**src/rtl/enc_input_conditioner_if.sv**
```systemverilog
// Encoder conditioner signal bundle.
// The raw encoder input plus the cleaned level and edge strobes.
// With ENC_GLITCH_CNT_EN defined, the bundle also carries the rejected-glitch count.
// The master side (the environment) drives enc_in and observes the outputs.
// The slave side (the conditioner) does the opposite.
interface enc_input_conditioner_if
`ifdef ENC_GLITCH_CNT_EN
    #(parameter int GLITCH_CNT_W = 16)
`endif
    ;
    logic enc_in;
    logic data;
    logic rise;
    logic fall;
`ifdef ENC_GLITCH_CNT_EN
    logic [GLITCH_CNT_W-1:0] glitch_cnt;

    modport master (output enc_in, input data, rise, fall, glitch_cnt);
    modport slave  (input enc_in, output data, rise, fall, glitch_cnt);
`else
    modport master (output enc_in, input data, rise, fall);
    modport slave  (input enc_in, output data, rise, fall);
`endif
endinterface

```
**src/rtl/enc_input_conditioner.sv**
```systemverilog
// Encoder input conditioner.
// Synchronises the raw encoder channel and rejects excursions shorter than
// FILTER_CYCLES synchronised samples. It then presents a clean registered level
// with one-cycle rise and fall strobes.
// Optional feature: define ENC_GLITCH_CNT_EN to add a saturating count of
// rejected glitches (bus.glitch_cnt).
module enc_input_conditioner #(
    parameter int SYNC_STAGES   = 2,
    parameter int FILTER_CYCLES = 10,
    parameter int GLITCH_CNT_W  = 16
) (
    input  logic                    clk,
    input  logic                    rst,
    enc_input_conditioner_if.slave  bus
);

    typedef enum logic [1:0] {
        IDLE_LOW,
        CHECK_HIGH,
        IDLE_HIGH,
        CHECK_LOW
    } state_t;

    localparam int CNT_W = $clog2(FILTER_CYCLES + 1);
    localparam logic [CNT_W-1:0] CNT_ONE  = CNT_W'(1);
    localparam logic [CNT_W-1:0] CNT_LAST = CNT_W'(FILTER_CYCLES - 1);

    logic [SYNC_STAGES-1:0] r_sync;
    logic                   w_s;
    state_t                 r_state;
    logic [CNT_W-1:0]       r_cnt;
    logic                   r_data;
    logic                   r_rise;
    logic                   r_fall;

    // Shift the asynchronous input through the synchroniser chain
    always_ff @(posedge clk) begin
        if (rst) begin
            r_sync <= '0;
        end else begin
            r_sync <= {r_sync[SYNC_STAGES-2:0], bus.enc_in};
        end
    end

    assign w_s = r_sync[SYNC_STAGES-1];

    // Accept a new level only after FILTER_CYCLES consecutive samples of it; strobes last one cycle
    always_ff @(posedge clk) begin
        if (rst) begin
            r_state <= IDLE_LOW;
            r_cnt   <= '0;
            r_data  <= 1'b0;
            r_rise  <= 1'b0;
            r_fall  <= 1'b0;
        end else begin
            r_rise <= 1'b0;
            r_fall <= 1'b0;
            case (r_state)
                IDLE_LOW: begin
                    if (w_s) begin
                        if (FILTER_CYCLES == 1) begin
                            r_state <= IDLE_HIGH;
                            r_cnt   <= '0;
                            r_data  <= 1'b1;
                            r_rise  <= 1'b1;
                        end else begin
                            r_state <= CHECK_HIGH;
                            r_cnt   <= CNT_ONE;
                        end
                    end
                end
                CHECK_HIGH: begin
                    if (!w_s) begin
                        r_state <= IDLE_LOW;
                        r_cnt   <= '0;
                    end else if (r_cnt == CNT_LAST) begin
                        r_state <= IDLE_HIGH;
                        r_cnt   <= '0;
                        r_data  <= 1'b1;
                        r_rise  <= 1'b1;
                    end else begin
                        r_cnt <= r_cnt + CNT_ONE;
                    end
                end
                IDLE_HIGH: begin
                    if (!w_s) begin
                        if (FILTER_CYCLES == 1) begin
                            r_state <= IDLE_LOW;
                            r_cnt   <= '0;
                            r_data  <= 1'b0;
                            r_fall  <= 1'b1;
                        end else begin
                            r_state <= CHECK_LOW;
                            r_cnt   <= CNT_ONE;
                        end
                    end
                end
                CHECK_LOW: begin
                    if (w_s) begin
                        r_state <= IDLE_HIGH;
                        r_cnt   <= '0;
                    end else if (r_cnt == CNT_LAST) begin
                        r_state <= IDLE_LOW;
                        r_cnt   <= '0;
                        r_data  <= 1'b0;
                        r_fall  <= 1'b1;
                    end else begin
                        r_cnt <= r_cnt + CNT_ONE;
                    end
                end
                default: begin
                    r_state <= IDLE_LOW;
                    r_cnt   <= '0;
                end
            endcase
        end
    end

    assign bus.data = r_data;
    assign bus.rise = r_rise;
    assign bus.fall = r_fall;

`ifdef ENC_GLITCH_CNT_EN
    logic [GLITCH_CNT_W-1:0] r_glitchCnt;
    logic                    w_abort;

    assign w_abort = ((r_state == CHECK_HIGH) && !w_s) ||
                     ((r_state == CHECK_LOW)  &&  w_s);

    // Count aborted checks, holding at all-ones instead of wrapping
    always_ff @(posedge clk) begin
        if (rst) begin
            r_glitchCnt <= '0;
        end else if (w_abort && (r_glitchCnt != '1)) begin
            r_glitchCnt <= r_glitchCnt + GLITCH_CNT_W'(1);
        end
    end

    assign bus.glitch_cnt = r_glitchCnt;
`endif

endmodule
```
**src/flat_wrapper.sv**
```systemverilog
// flat-port wrapper written by rule: the top's interface ports become plain ports
module enc_input_conditioner_flat 
#(
    parameter int SYNC_STAGES   = 2,
    parameter int FILTER_CYCLES = 10,
    parameter int GLITCH_CNT_W  = 16
)
  (clk, rst, bus_enc_in, bus_data, bus_rise, bus_fall);
  enc_input_conditioner_if bus_i ();
  input  logic clk;
  input  logic rst;
  input wire logic [$bits(bus_i.enc_in)-1:0] bus_enc_in;
  output wire logic [$bits(bus_i.data)-1:0] bus_data;
  output wire logic [$bits(bus_i.rise)-1:0] bus_rise;
  output wire logic [$bits(bus_i.fall)-1:0] bus_fall;
  assign bus_i.enc_in = bus_enc_in;
  assign bus_data = bus_i.data;
  assign bus_rise = bus_i.rise;
  assign bus_fall = bus_i.fall;
  enc_input_conditioner #(.SYNC_STAGES(SYNC_STAGES), .FILTER_CYCLES(FILTER_CYCLES), .GLITCH_CNT_W(GLITCH_CNT_W)) u_core (.clk(clk), .rst(rst), .bus(bus_i));
endmodule
```
**config.mk**
```make
export PLATFORM = sky130hd
export DESIGN_NAME = enc_input_conditioner_flat
export DESIGN_NICKNAME = d
export VERILOG_FILES = /design/src/rtl/enc_input_conditioner_if.sv /design/src/rtl/enc_input_conditioner.sv /design/src/flat_wrapper.sv
export SDC_FILE = /design/constraint.sdc
export NUM_CORES = 1
export LEC_CHECK = 0
export BUFFER_PORTS_ARGS = -buffer_cell sky130_fd_sc_hd__buf_2
export CAP_MARGIN = 20
export CORE_AREA = 2 2 39 41
export DETAILED_ROUTE_END_ITERATION = 8
export DIE_AREA = 0 0 41 43
export PLACE_DENSITY = 0.63
export SETUP_SLACK_MARGIN = 0.4
export SYNTH_ARGS = -nofsm -noshare
export SYNTH_HDL_FRONTEND = slang
export SYNTH_SLANG_ARGS = --single-unit
export TNS_END_PERCENT = 30
```
**constraint.sdc**
```tcl
create_clock -name clk -period 1.6 [get_ports clk]
set_input_delay 0.32 -clock clk [delete_from_list [all_inputs] [get_ports clk]]
set_output_delay 0.32 -clock clk [all_outputs]
set_load 0.01 [all_outputs]
```
==> results of run 1 <==
[flip-flops by register name, indices dropped and copies added, names as in the netlist, named ones only]
register	flops
u_core.bus.data	1
u_core.bus.fall	1
u_core.bus.rise	1
u_core.r_cnt	4
u_core.r_state	1
u_core.r_sync	2
[where the power goes]
group	switching (mW)	internal (mW)	total (mW)
registers	0.00822	0.281	0.289
logic	0.0146	0.0151	0.0297
clock network	0.0881	0.0966	0.185
[what timing repair did]
action	4_1_cts	5_1_grt
hold buffers	0	0
pin swaps	1	0
buffers inserted	1	0
gates resized for setup	9	0
endpoints found under the setup margin	4	5
[cell type report]
cell class / instances / area share
well taps: 16 / 0.0337
clock buffers: 4 / 0.0442
flip-flops and latches: 11 / 0.381
repair buffers: 6 / 0.0547
inverters: 2 / 0.0126
multi-input cells: 34 / 0.474
[critical path, stage by stage (launching register included)]
cell	delay, ns
dfxtp_2	0.33
inv_2	0.08
ha_4	0.13
nand4b_1	0.22
nand3b_1	0.23
a31oi_1	0.15
[per-layer routing]
layer,vias up,share of wire,track usage
met5,-,0,0
met4,0,0.020,0.100
met3,2,0.028,0.0314
met2,6,0.48,0.181
met1,193,0.47,0.175
li1,195,-,-
[cell usage in the layout, fill, tap and decap left out, types with 2 or more instances in the layout]
| cell | count |
|---|---|
| dfxtp_1 | 6 |
| nand4b_1 | 2 |
| clkbuf_4 | 3 |
| buf_2 | 5 |
| nand2_1 | 2 |
| nand3b_1 | 2 |
| dfxtp_2 | 5 |
| nor4_1 | 2 |
| nor4b_1 | 2 |
| nor2b_1 | 2 |
| nor2_1 | 3 |
[worst max-delay path by stage]
| stage | from | endpoint | slack [ns] | cells after the start |
|---|---|---|---|---|
| final | u_core.r_cnt[1]$_SDFFE_PP0P_ | u_core.bus.data$_SDFFE_PP0P_ | 0.39 | 5 |
| after global routing | u_core.r_cnt[1]$_SDFFE_PP0P_ | u_core.bus.data$_SDFFE_PP0P_ | 0.30 | 5 |
| after global placement | u_core.r_sync[1]$_SDFF_PP0_ | u_core.r_cnt[3]$_SDFFE_PP0P_ | 0.32 | 3 |
| after detailed placement | u_core.r_sync[1]$_SDFF_PP0_ | u_core.r_cnt[3]$_SDFFE_PP0P_ | 0.32 | 3 |
| after CTS | u_core.r_cnt[1]$_SDFFE_PP0P_ | u_core.bus.data$_SDFFE_PP0P_ | 0.38 | 5 |
| after floorplan | u_core.r_sync[1]$_SDFF_PP0_ | u_core.r_cnt[3]$_SDFFE_PP0P_ | 0.42 | 4 |
[stage by stage]
step                power (mW)  std cells
detailed placement       0.319         68
floorplan                0.313         50
CTS                      0.512         73
finish                   0.504         73
global placement         0.319         68
global route             0.528         73
[cells by family after synthesis]
| kind of cell | Yosys count |
|---|---|
| adder cells (fa/ha/maj) | 2 |
| buffers and inverters | 5 |
| flip-flops | 11 |
| AO/OA/AOI/OAI | 6 |
| AND/OR/NAND/NOR | 23 |
| XOR/XNOR | 2 |
| multiplexers | 1 |
==> results.txt, run 1 <==
----------------------------------------------------
[Run status]
  Outcome ... finished, final reports clean

[STA]
  Final Slew Violations ... 0
  Final setup violating endpoints ... 0
  Setup TNS ... 0 ns
  Period minus WS final ... 1.21 ns
  Max Clk Rate ... 824 MHz
  Layout Skew ... 0.00352 ns
  Final-layout worst hold slack ... 0.262 ns
  Final cycle utilization of the critical path ... 0.758
  Least-Margin Pin Slew ... 0.284 ns
  Setup repair after global routing missed its margin ... yes
  Worst-case headroom to the max-slew limit ... 0.808
  Number of hold-slack violations in the final timing report ... 0
  Setup ws final ... 0.387 ns

[Setup path]
  Reg2reg start ... u_core.r_cnt[1]$_SDFFE_PP0P_
  Destination of the worst register-to-register timing path ... u_core.bus.data$_SDFFE_PP0P_
  Required time of the critical path ... 1.80 ns
  Setup Crit Path Kind ... reg2reg
  R2R Setup Slk ... 0.39 ns
  Type of destination of the critical path ... flop
  Critical path arrival ... 1.41 ns
  Peak fanout along the critical path ... 6
  R2r worst-path depth ... 5
  Sort of element at the start of the critical path ... flop

[Drt]
  Average vias per placed instance ... 5.42
  Remaining DRCs ... 0
  Number of nets with antenna violations after routing ... 0
  1st-pass router iterations ... 4
  Initial DRC count ... 8
  Average routed wire per standard cell ... 11.8 um
  Via total after detailed routing ... 396
  Final Routed Wirelength ... 858 um

[Layout]
  Area of the multi-input gates ... 282 um2
  Area occupied by registers ... 226 um2
  Antenna diode count ... 0
  Share of post-route cells with drive strength above 1 ... 0.333
  Util after Layout ... 0.429
  Syn-to-layout area delta ... 17.3%
  Number of fill cells ... 133
  Fin area ... 594 um2
  Post-layout nets ... 63

[Global routing]
  First-pass GRT wire length ... 1.56 mm
  Pin count of the biggest net entering global routing ... 15
  GR Util All Layers ... 0.134
  Remaining Overflow, GRT ... 0
  Number of global-route vias before repair ... 354
  Initial antenna violation count ... 0

[CTS]
  Clock Sink Count ... 11
  Root Buffer Master ... clkbuf_4
  Longest Clk Path Bufs ... 2
  CTS tree ... done
  Number of buffers inserted during clock tree synthesis ... 3
  Insertion delay of the later-clocked pin in the worst-skew pair ... 0.27 ns
  Post-CTS clock slew at the launch and capture registers of the worst setup and hold paths ... 0.06 ns
  H-tree depth ... 1

[Logic synthesis]
  Area share of the largest cell type after synthesis ... 0.435
  Most frequent cell after synthesis ... dfxtp_1
  Post-synthesis instance area ... 507 um2
  Synth Area in Adders ... 0.0494
  Post-synthesis sequential element count ... 11
  Number of unique standard cell types used by synthesis ... 29
  Async set-or-reset flop fraction in the synthesized netlist ... 0
  Count of warnings emitted by yosys ... 0
  Fraction of synthesized area in multiplexers ... 0.0198
  Leading post-synthesis cells by instance count ... dfxtp_1, nor2_1
  Post-synth EDFFs ... 0
  Combinational family with the most area after synthesis ... simple AND/OR/NAND/NOR gates
  Post-synth top flop ... dfxtp_1
  Net Count, Synth ... 55
  Top cells by area, synth ... dfxtp_1, ha_1, nand4b_1
  Number of instances in the synthesized netlist ... 50
  Simple-gate share of the synthesized area ... 0.309
  Post-synthesis cell type with the largest combined area ... dfxtp_1
  Average cell area after synthesis ... 10.1 um2
  Synth Area in Compound Gates ... 0.0815
  Sequential cell area fraction in the yosys report ... 0.435
  Synthesized-area fraction occupied by xor and xnor cells ... 0.0494

[Floorplanning]
  Num ports ... 6
  Die X-Extent ... 41 um
  Floorplan core area ... 1380 um2
  Die area ... 1760 um2
  Vertical die dimension ... 43 um
  Starting density of the core ... 0.366
  Rows ... 14

[Pwr]
  Leak ... 0.214 nW
  Worst ir drop on vdd ... 0.472 mV
  PD cells ... 848 nW/um2

[Hold path]
  Kind of path behind the tightest hold check ... in2reg
  Worst min-delay path endpoint ... u_core.r_sync[0]$_SDFF_PP0_
  Origin of the worst min-delay path ... bus_enc_in
  Number of cells traversed by the worst hold path ... 2

[Flow run]
  Max Cap Violations ... 0

[Place]
  Detailed Place HPWL ... 590 um
  I/O Buffers ... 5
  Total cell area at the placement stage ... 531 um2
  Gpl congestion ... 0.724
  Setup slack at placement ... 0.317 ns

----------------------------------------------------
No activity file was read; power rests on OpenSTA's default activity.
==> run 2, diff against run 1 <==
--- a/config.mk
+++ b/config.mk
@@ -10,7 +10,7 @@
 export CORE_AREA = 2 2 39 41
 export DETAILED_ROUTE_END_ITERATION = 8
 export DIE_AREA = 0 0 41 43
-export PLACE_DENSITY = 0.63
+export PLACE_DENSITY = 0.65
 export SETUP_SLACK_MARGIN = 0.4
 export SYNTH_ARGS = -nofsm -noshare
 export SYNTH_HDL_FRONTEND = slang
==> constraint.sdc (replaced) <==
create_clock -name clk -period 1.05 [get_ports clk]
set_input_delay 0.21 -clock clk [delete_from_list [all_inputs] [get_ports clk]]
set_output_delay 0.21 -clock clk [all_outputs]
set_load 0.01 [all_outputs]
==> run 2 against run 1 <==
- the run now ends with negative setup slack left
- maximum frequency is 2.4% higher
- final cell count up 11%
- critical path type unchanged
- die area unchanged
- routed wire length is 2.2% higher
- combinational power grew 97%
- critical path depth increased by 1
- utilization up 5.3 points
- clock skew fell by 0.00063 ns
==> results.txt, run 2 (same netlist as run 1, synthesis figures left out) <==
----------------------------------------------------
[Floorplanning]
  Die area ... 1760 um2
  Floorplan core area ... 1380 um2
  Die X-Extent ... 41 um
  Num ports ... 6
  Starting density of the core ... 0.366
  Rows ... 14
  Vertical die dimension ... 43 um

[Pwr]
  PD cells ... 1190 nW/um2
  Worst ir drop on vdd ... 0.729 mV
  Leak ... 0.253 nW

[Place]
  I/O Buffers ... 5
  Setup slack at placement ... -0.123 ns
  Detailed Place HPWL ... 639 um
  Gpl congestion ... 0.764
  Total cell area at the placement stage ... 624 um2
  Number of instances in the placed design ... 76

[STA]
  Setup TNS ... -0.469 ns
  Setup ws final ... -0.135 ns
  Final setup violating endpoints ... 7
  Least-Margin Pin Slew ... 0.241 ns
  Max Clk Rate ... 844 MHz
  Number of hold-slack violations in the final timing report ... 0
  Worst-case headroom to the max-slew limit ... 0.837
  Final Slew Violations ... 0
  Period minus WS final ... 1.18 ns
  Setup repair after global routing missed its margin ... yes
  Final cycle utilization of the critical path ... 1.13
  Layout Skew ... 0.00289 ns

[Layout]
  Highest-count cells in the layout ignoring fill and taps ... buf_4, dfxtp_1, buf_2
  Area occupied by registers ... 228 um2
  Leading cell type in the layout, fill and taps excluded ... buf_4
  Area of the multi-input gates ... 294 um2
  Antenna diode count ... 0
  Syn-to-layout area delta ... 31.9%
  Util after Layout ... 0.483
  Final Non-Filler Cells ... 81
  Max FFs per register ... 4
  Share of post-route cells with drive strength above 1 ... 0.431
  Number of fill cells ... 134
  Largest registers ... u_core.r_cnt: 4 flops, u_core.r_sync: 2 flops
  Post-layout nets ... 71
  Register with the most flip-flops ... u_core.r_cnt
  Fin area ... 668 um2

[Run status]
  Violations in the final reports ... negative setup slack
  Outcome ... finished, violations left

[Drt]
  Number of nets with antenna violations after routing ... 0
  Final Routed Wirelength ... 877 um
  Average vias per placed instance ... 5.12
  Remaining DRCs ... 0
  Average routed wire per standard cell ... 10.8 um
  1st-pass router iterations ... 4
  Via total after detailed routing ... 415
  Initial DRC count ... 4

[Setup path]
  Type of destination of the critical path ... flop
  Reg2reg start ... u_core.r_cnt[1]$_SDFFE_PP0P_
  Sort of element at the start of the critical path ... flop
  Total buffers and inverters traversed by the critical path ... 2
  Setup Crit Path Kind ... reg2reg
  Ordered list of cells on the worst path ... inv_2 > ha_4 > nand4b_1 > buf_4 > mux2i_1 > nor2_1
  CP top delay family ... flip-flops
  Required time of the critical path ... 1.21 ns
  Delay of the slowest cell on the worst path ... 0.35 ns
  Critical path arrival ... 1.35 ns
  Peak fanout along the critical path ... 4
  R2R Setup Slk ... -0.13 ns
  Master of the slowest instance on the critical path ... dfxtp_2
  R2r worst-path depth ... 6

[CTS]
  Post-CTS clock slew at the launch and capture registers of the worst setup and hold paths ... 0.07 ns
  Insertion delay of the later-clocked pin in the worst-skew pair ... 0.27 ns
  CTS tree ... done
  Longest Clk Path Bufs ... 2
  Hold bufs inserted after CTS ... 0
  Number of buffers inserted during clock tree synthesis ... 3
  Root Buffer Master ... clkbuf_4
  Clock Sink Count ... 11
  H-tree depth ... 1

[Flow run]
  Max Cap Violations ... 0

[Global routing]
  First-pass GRT wire length ... 1.33 mm
  Initial antenna violation count ... 0
  GR Util All Layers ... 0.117
  Remaining Overflow, GRT ... 0
  Pin count of the biggest net entering global routing ... 10
  Number of global-route vias before repair ... 342

[Hold path]
  Kind of path behind the tightest hold check ... in2reg
  Origin of the worst min-delay path ... bus_enc_in
  Number of cells traversed by the worst hold path ... 2
  Worst min-delay path endpoint ... u_core.r_sync[0]$_SDFF_PP0_

----------------------------------------------------
run 2: layer usage:
metal | routed length (um) | track usage | part of all wire | vias up
met4 | 33 | 0.100 | 0.038 | 0
met2 | 377 | 0.156 | 0.43 | 10
li1 | - | - | - | 213
met1 | 435 | 0.136 | 0.50 | 188
met5 | 0 | 0 | 0 | -
met3 | 32 | 0.0471 | 0.036 | 4
run 2: what timing repair did:
item / in CTS / in global routing
setup buffers: 0 / 1
pin swaps: 3 / 1
resized for setup: 2 / 1
setup endpoints to repair: 12 / 12
run 2: per-stage QoR:
step / power [mW] / hold WS [ns]
final: 0.793 / 0.148
after global routing: 0.829 / 0.157
after CTS: 0.800 / 0.147
after detailed placement: 0.504 / 0.427
after global placement: 0.503 / 0.418
after floorplan: 0.481 / 0.338
run 2: worst max-delay path by stage:
stage	startpoint	endpoint	slack, ns	cells after the start
after floorplan	u_core.r_cnt[1]$_SDFFE_PP0P_	u_core.bus.data$_SDFFE_PP0P_	-0.04	5
after global placement	u_core.r_cnt[1]$_SDFFE_PP0P_	u_core.bus.data$_SDFFE_PP0P_	-0.12	5
after detailed placement	u_core.r_cnt[1]$_SDFFE_PP0P_	u_core.bus.data$_SDFFE_PP0P_	-0.12	5
after CTS	u_core.r_cnt[1]$_SDFFE_PP0P_	u_core.bus.data$_SDFFE_PP0P_	-0.14	5
after global routing	u_core.r_cnt[1]$_SDFFE_PP0P_	u_core.bus.rise$_SDFF_PP0_	-0.20	5
final	u_core.r_cnt[1]$_SDFFE_PP0P_	flop	-0.13	6
run 2: cell type report:
| type | instances | share of cell area |
|---|---|---|
| Clock buffer | 4 | 0.0393 |
| Inverter | 2 | 0.0112 |
| Timing Repair Buffer | 14 | 0.139 |
| Multi-Input combinational cell | 34 | 0.440 |
| Tap cell | 16 | 0.0300 |
| Sequential cell | 11 | 0.341 |
run 2: report_power, final:
part,leakage [nW],total (mW),switching (mW),internal (mW)
registers,0.0915,0.436,0.00986,0.426
clock network,0.0150,0.298,0.151,0.147
logic,0.147,0.0585,0.0269,0.0316
total,0.253,0.793,0.188,0.605
==> run 3, diff against run 2 <==
--- a/config.mk
+++ b/config.mk
@@ -7,11 +7,13 @@
 export LEC_CHECK = 0
 export BUFFER_PORTS_ARGS = -buffer_cell sky130_fd_sc_hd__buf_2
 export CAP_MARGIN = 20
-export CORE_AREA = 2 2 39 41
+export CELL_PAD_IN_SITES_DETAIL_PLACEMENT = 1
+export CELL_PAD_IN_SITES_GLOBAL_PLACEMENT = 2
+export CORE_MARGIN = 1
+export CORE_UTILIZATION = 30
 export DETAILED_ROUTE_END_ITERATION = 8
-export DIE_AREA = 0 0 41 43
-export PLACE_DENSITY = 0.65
-export SETUP_SLACK_MARGIN = 0.4
+export PLACE_DENSITY = 0.76
+export SKIP_LAST_GASP = 1
 export SYNTH_ARGS = -nofsm -noshare
 export SYNTH_HDL_FRONTEND = slang
 export SYNTH_SLANG_ARGS = --single-unit
==> run 3 against run 2 <==
- the run still ends with negative setup slack left
- combinational power increased by 7.5%
- register-to-register slack got worse by 0.05 ns
- sequential power about the same
- sequential cell count unchanged
- critical path type unchanged
==> results.txt, run 3 (same netlist as run 1, synthesis figures left out) <==
----------------------------------------------------
[Run status]
  Outcome ... finished, violations left
  Violations in the final reports ... negative setup slack

[Place]
  Detailed Place HPWL ... 812 um
  I/O Buffers ... 5
  Gpl congestion ... 0.736

[STA]
  Setup repair after global routing missed its margin ... yes
  Least-Margin Pin Slew ... 0.294 ns
  Setup TNS ... -0.935 ns
  Final Slew Violations ... 0
  Setup ws final ... -0.189 ns
  Number of hold-slack violations in the final timing report ... 0
  Final setup violating endpoints ... 9
  Final cycle utilization of the critical path ... 1.18
  Max Clk Rate ... 807 MHz
  Period minus WS final ... 1.24 ns
  Worst-case headroom to the max-slew limit ... 0.803
  Layout Skew ... 0.00431 ns

[Drt]
  Remaining DRCs ... 0
  Initial DRC count ... 3
  1st-pass router iterations ... 2
  Via total after detailed routing ... 421
  Final Routed Wirelength ... 1.15 mm
  Average vias per placed instance ... 5.07
  Number of nets with antenna violations after routing ... 0
  Average routed wire per standard cell ... 13.9 um

[Layout]
  Antenna diode count ... 0
  Max FFs per register ... 4
  Leading cell type in the layout, fill and taps excluded ... buf_4
  Register with the most flip-flops ... u_core.r_cnt
  Share of post-route cells with drive strength above 1 ... 0.418
  Area occupied by registers ... 229 um2
  Util after Layout ... 0.442
  Number of fill cells ... 180
  Syn-to-layout area delta ... 34.3%
  Area of the multi-input gates ... 288 um2
  Highest-count cells in the layout ignoring fill and taps ... buf_4, dfxtp_1, buf_2
  Post-layout nets ... 73
  Largest registers ... u_core.r_cnt: 4 flops, u_core.r_sync: 2 flops

[Setup path]
  Type of destination of the critical path ... flop
  Sort of element at the start of the critical path ... flop
  Destination of the worst register-to-register timing path ... u_core.r_cnt[2]$_SDFFE_PP0P_
  R2R Setup Slk ... -0.19 ns
  Required time of the critical path ... 1.22 ns
  R2r worst-path depth ... 4
  Setup Crit Path Kind ... reg2reg
  Reg2reg start ... u_core.r_cnt[1]$_SDFFE_PP0P_
  Peak fanout along the critical path ... 3
  Critical path arrival ... 1.40 ns

[Pwr]
  Power consumption ... 0.792 mW
  Worst ir drop on vdd ... 0.629 mV
  PD cells ... 1160 nW/um2
  Leak ... 0.264 nW

[CTS]
  Clock Sink Count ... 11
  Longest Clk Path Bufs ... 2
  Root Buffer Master ... clkbuf_4
  CTS tree ... done
  Post-CTS clock slew at the launch and capture registers of the worst setup and hold paths ... 0.06 ns
  Number of buffers inserted during clock tree synthesis ... 3
  H-tree depth ... 1
  Hold bufs inserted after CTS ... 0
  Insertion delay of the later-clocked pin in the worst-skew pair ... 0.28 ns

[Floorplanning]
  Floorplan core area ... 1540 um2
  Num ports ... 6
  Rows ... 14
  Starting density of the core ... 0.329
  Die X-Extent ... 43.1 um
  Die area ... 1860 um2
  Vertical die dimension ... 43.1 um

[Global routing]
  Met2 capacity usage during global routing ... 0.230
  Most used routing layer in global routing ... met2
  Pin count of the biggest net entering global routing ... 10
  GR Util met1 ... 0.168
  Remaining Overflow, GRT ... 0
  First-pass GRT wire length ... 1.93 mm
  Met3 demand-to-capacity share in global routing ... 0.0766
  Initial antenna violation count ... 0
  Number of global-route vias before repair ... 426
  GR Util All Layers ... 0.147

[Hold path]
  Origin of the worst min-delay path ... bus_enc_in
  Kind of path behind the tightest hold check ... in2reg
  Worst min-delay path endpoint ... u_core.r_sync[0]$_SDFF_PP0_
  Number of cells traversed by the worst hold path ... 2

[Flow run]
  Max Cap Violations ... 0

----------------------------------------------------
-- run 3: changes by cell type in the layout (fill, tap and decap cells not counted) --
cell,delta
buf_4,+2
dfxtp_2,-2
dfxtp_1,+1
dfxtp_4,+1
inv_2,-1
inv_4,+1
nor4b_1,+1
nor4b_2,-1
-- run 3: worst max-delay path by stage --
stage	startpoint	endpoint	slack (ns)	depth (start not counted)
floorplan	u_core.r_cnt[1]$_SDFFE_PP0P_	u_core.bus.data$_SDFFE_PP0P_	-0.04	5
global placement	u_core.r_cnt[1]$_SDFFE_PP0P_	u_core.bus.data$_SDFFE_PP0P_	-0.11	5
detailed placement	u_core.r_cnt[1]$_SDFFE_PP0P_	u_core.bus.data$_SDFFE_PP0P_	-0.15	5
CTS	u_core.r_cnt[1]$_SDFFE_PP0P_	u_core.bus.data$_SDFFE_PP0P_	-0.16	5
global route	u_core.r_cnt[1]$_SDFFE_PP0P_	u_core.bus.data$_SDFFE_PP0P_	-0.26	5
finish	u_core.r_cnt[1]$_SDFFE_PP0P_	u_core.r_cnt[2]$_SDFFE_PP0P_	-0.19	4
-- run 3: layer usage --
| layer | part of all wire | wire length (um) |
|---|---|---|
| met5 | 0 | 0 |
| met4 | 0.015 | 17 |
| met3 | 0.042 | 49 |
| met2 | 0.48 | 550 |
| met1 | 0.46 | 536 |
-- run 3: where the power goes --
group / switching (mW) / total [mW] / internal, mW / leakage, nW
clock: 0.148 / 0.295 / 0.148 / 0.0150
combinational: 0.0295 / 0.0629 / 0.0334 / 0.158
sequential: 0.0103 / 0.434 / 0.424 / 0.0914
-- run 3: worst max-delay path, cell delays in order, from the launching register on --
cell and delay, ns:
dfxtp_4 0.36, buf_4 0.13, ha_2 0.16, nor4bb_1 0.14, a311o_1 0.34
-- run 3: per-stage QoR --
step	hold slack [ns]	std cells	setup WS (ns)	instance area [um2]
finish	0.147	83	-0.189	681
global route	0.136	83	-0.261	681
CTS	0.159	81	-0.159	661
detailed placement	0.432	76	-0.148	624
global placement	0.422	76	-0.111	624
floorplan	0.338	50	-0.0416	541
-- run 3: what timing repair did --
| item | CTS | global route |
|---|---|---|
| pin swaps | 2 | 2 |
| setup buffers | 1 | 2 |
| endpoints found under the setup margin | 9 | 9 |
| resized for setup | 1 | 2 |
-- run 3: cell type report --
| cell class | count | share of cell area |
|---|---|---|
| Clock buffer | 4 | 0.0386 |
| Inverter | 2 | 0.0147 |
| Multi-Input combinational cell | 34 | 0.423 |
| Sequential cell | 11 | 0.336 |
| Tap cell | 16 | 0.0294 |
| Timing Repair Buffer | 16 | 0.158 |
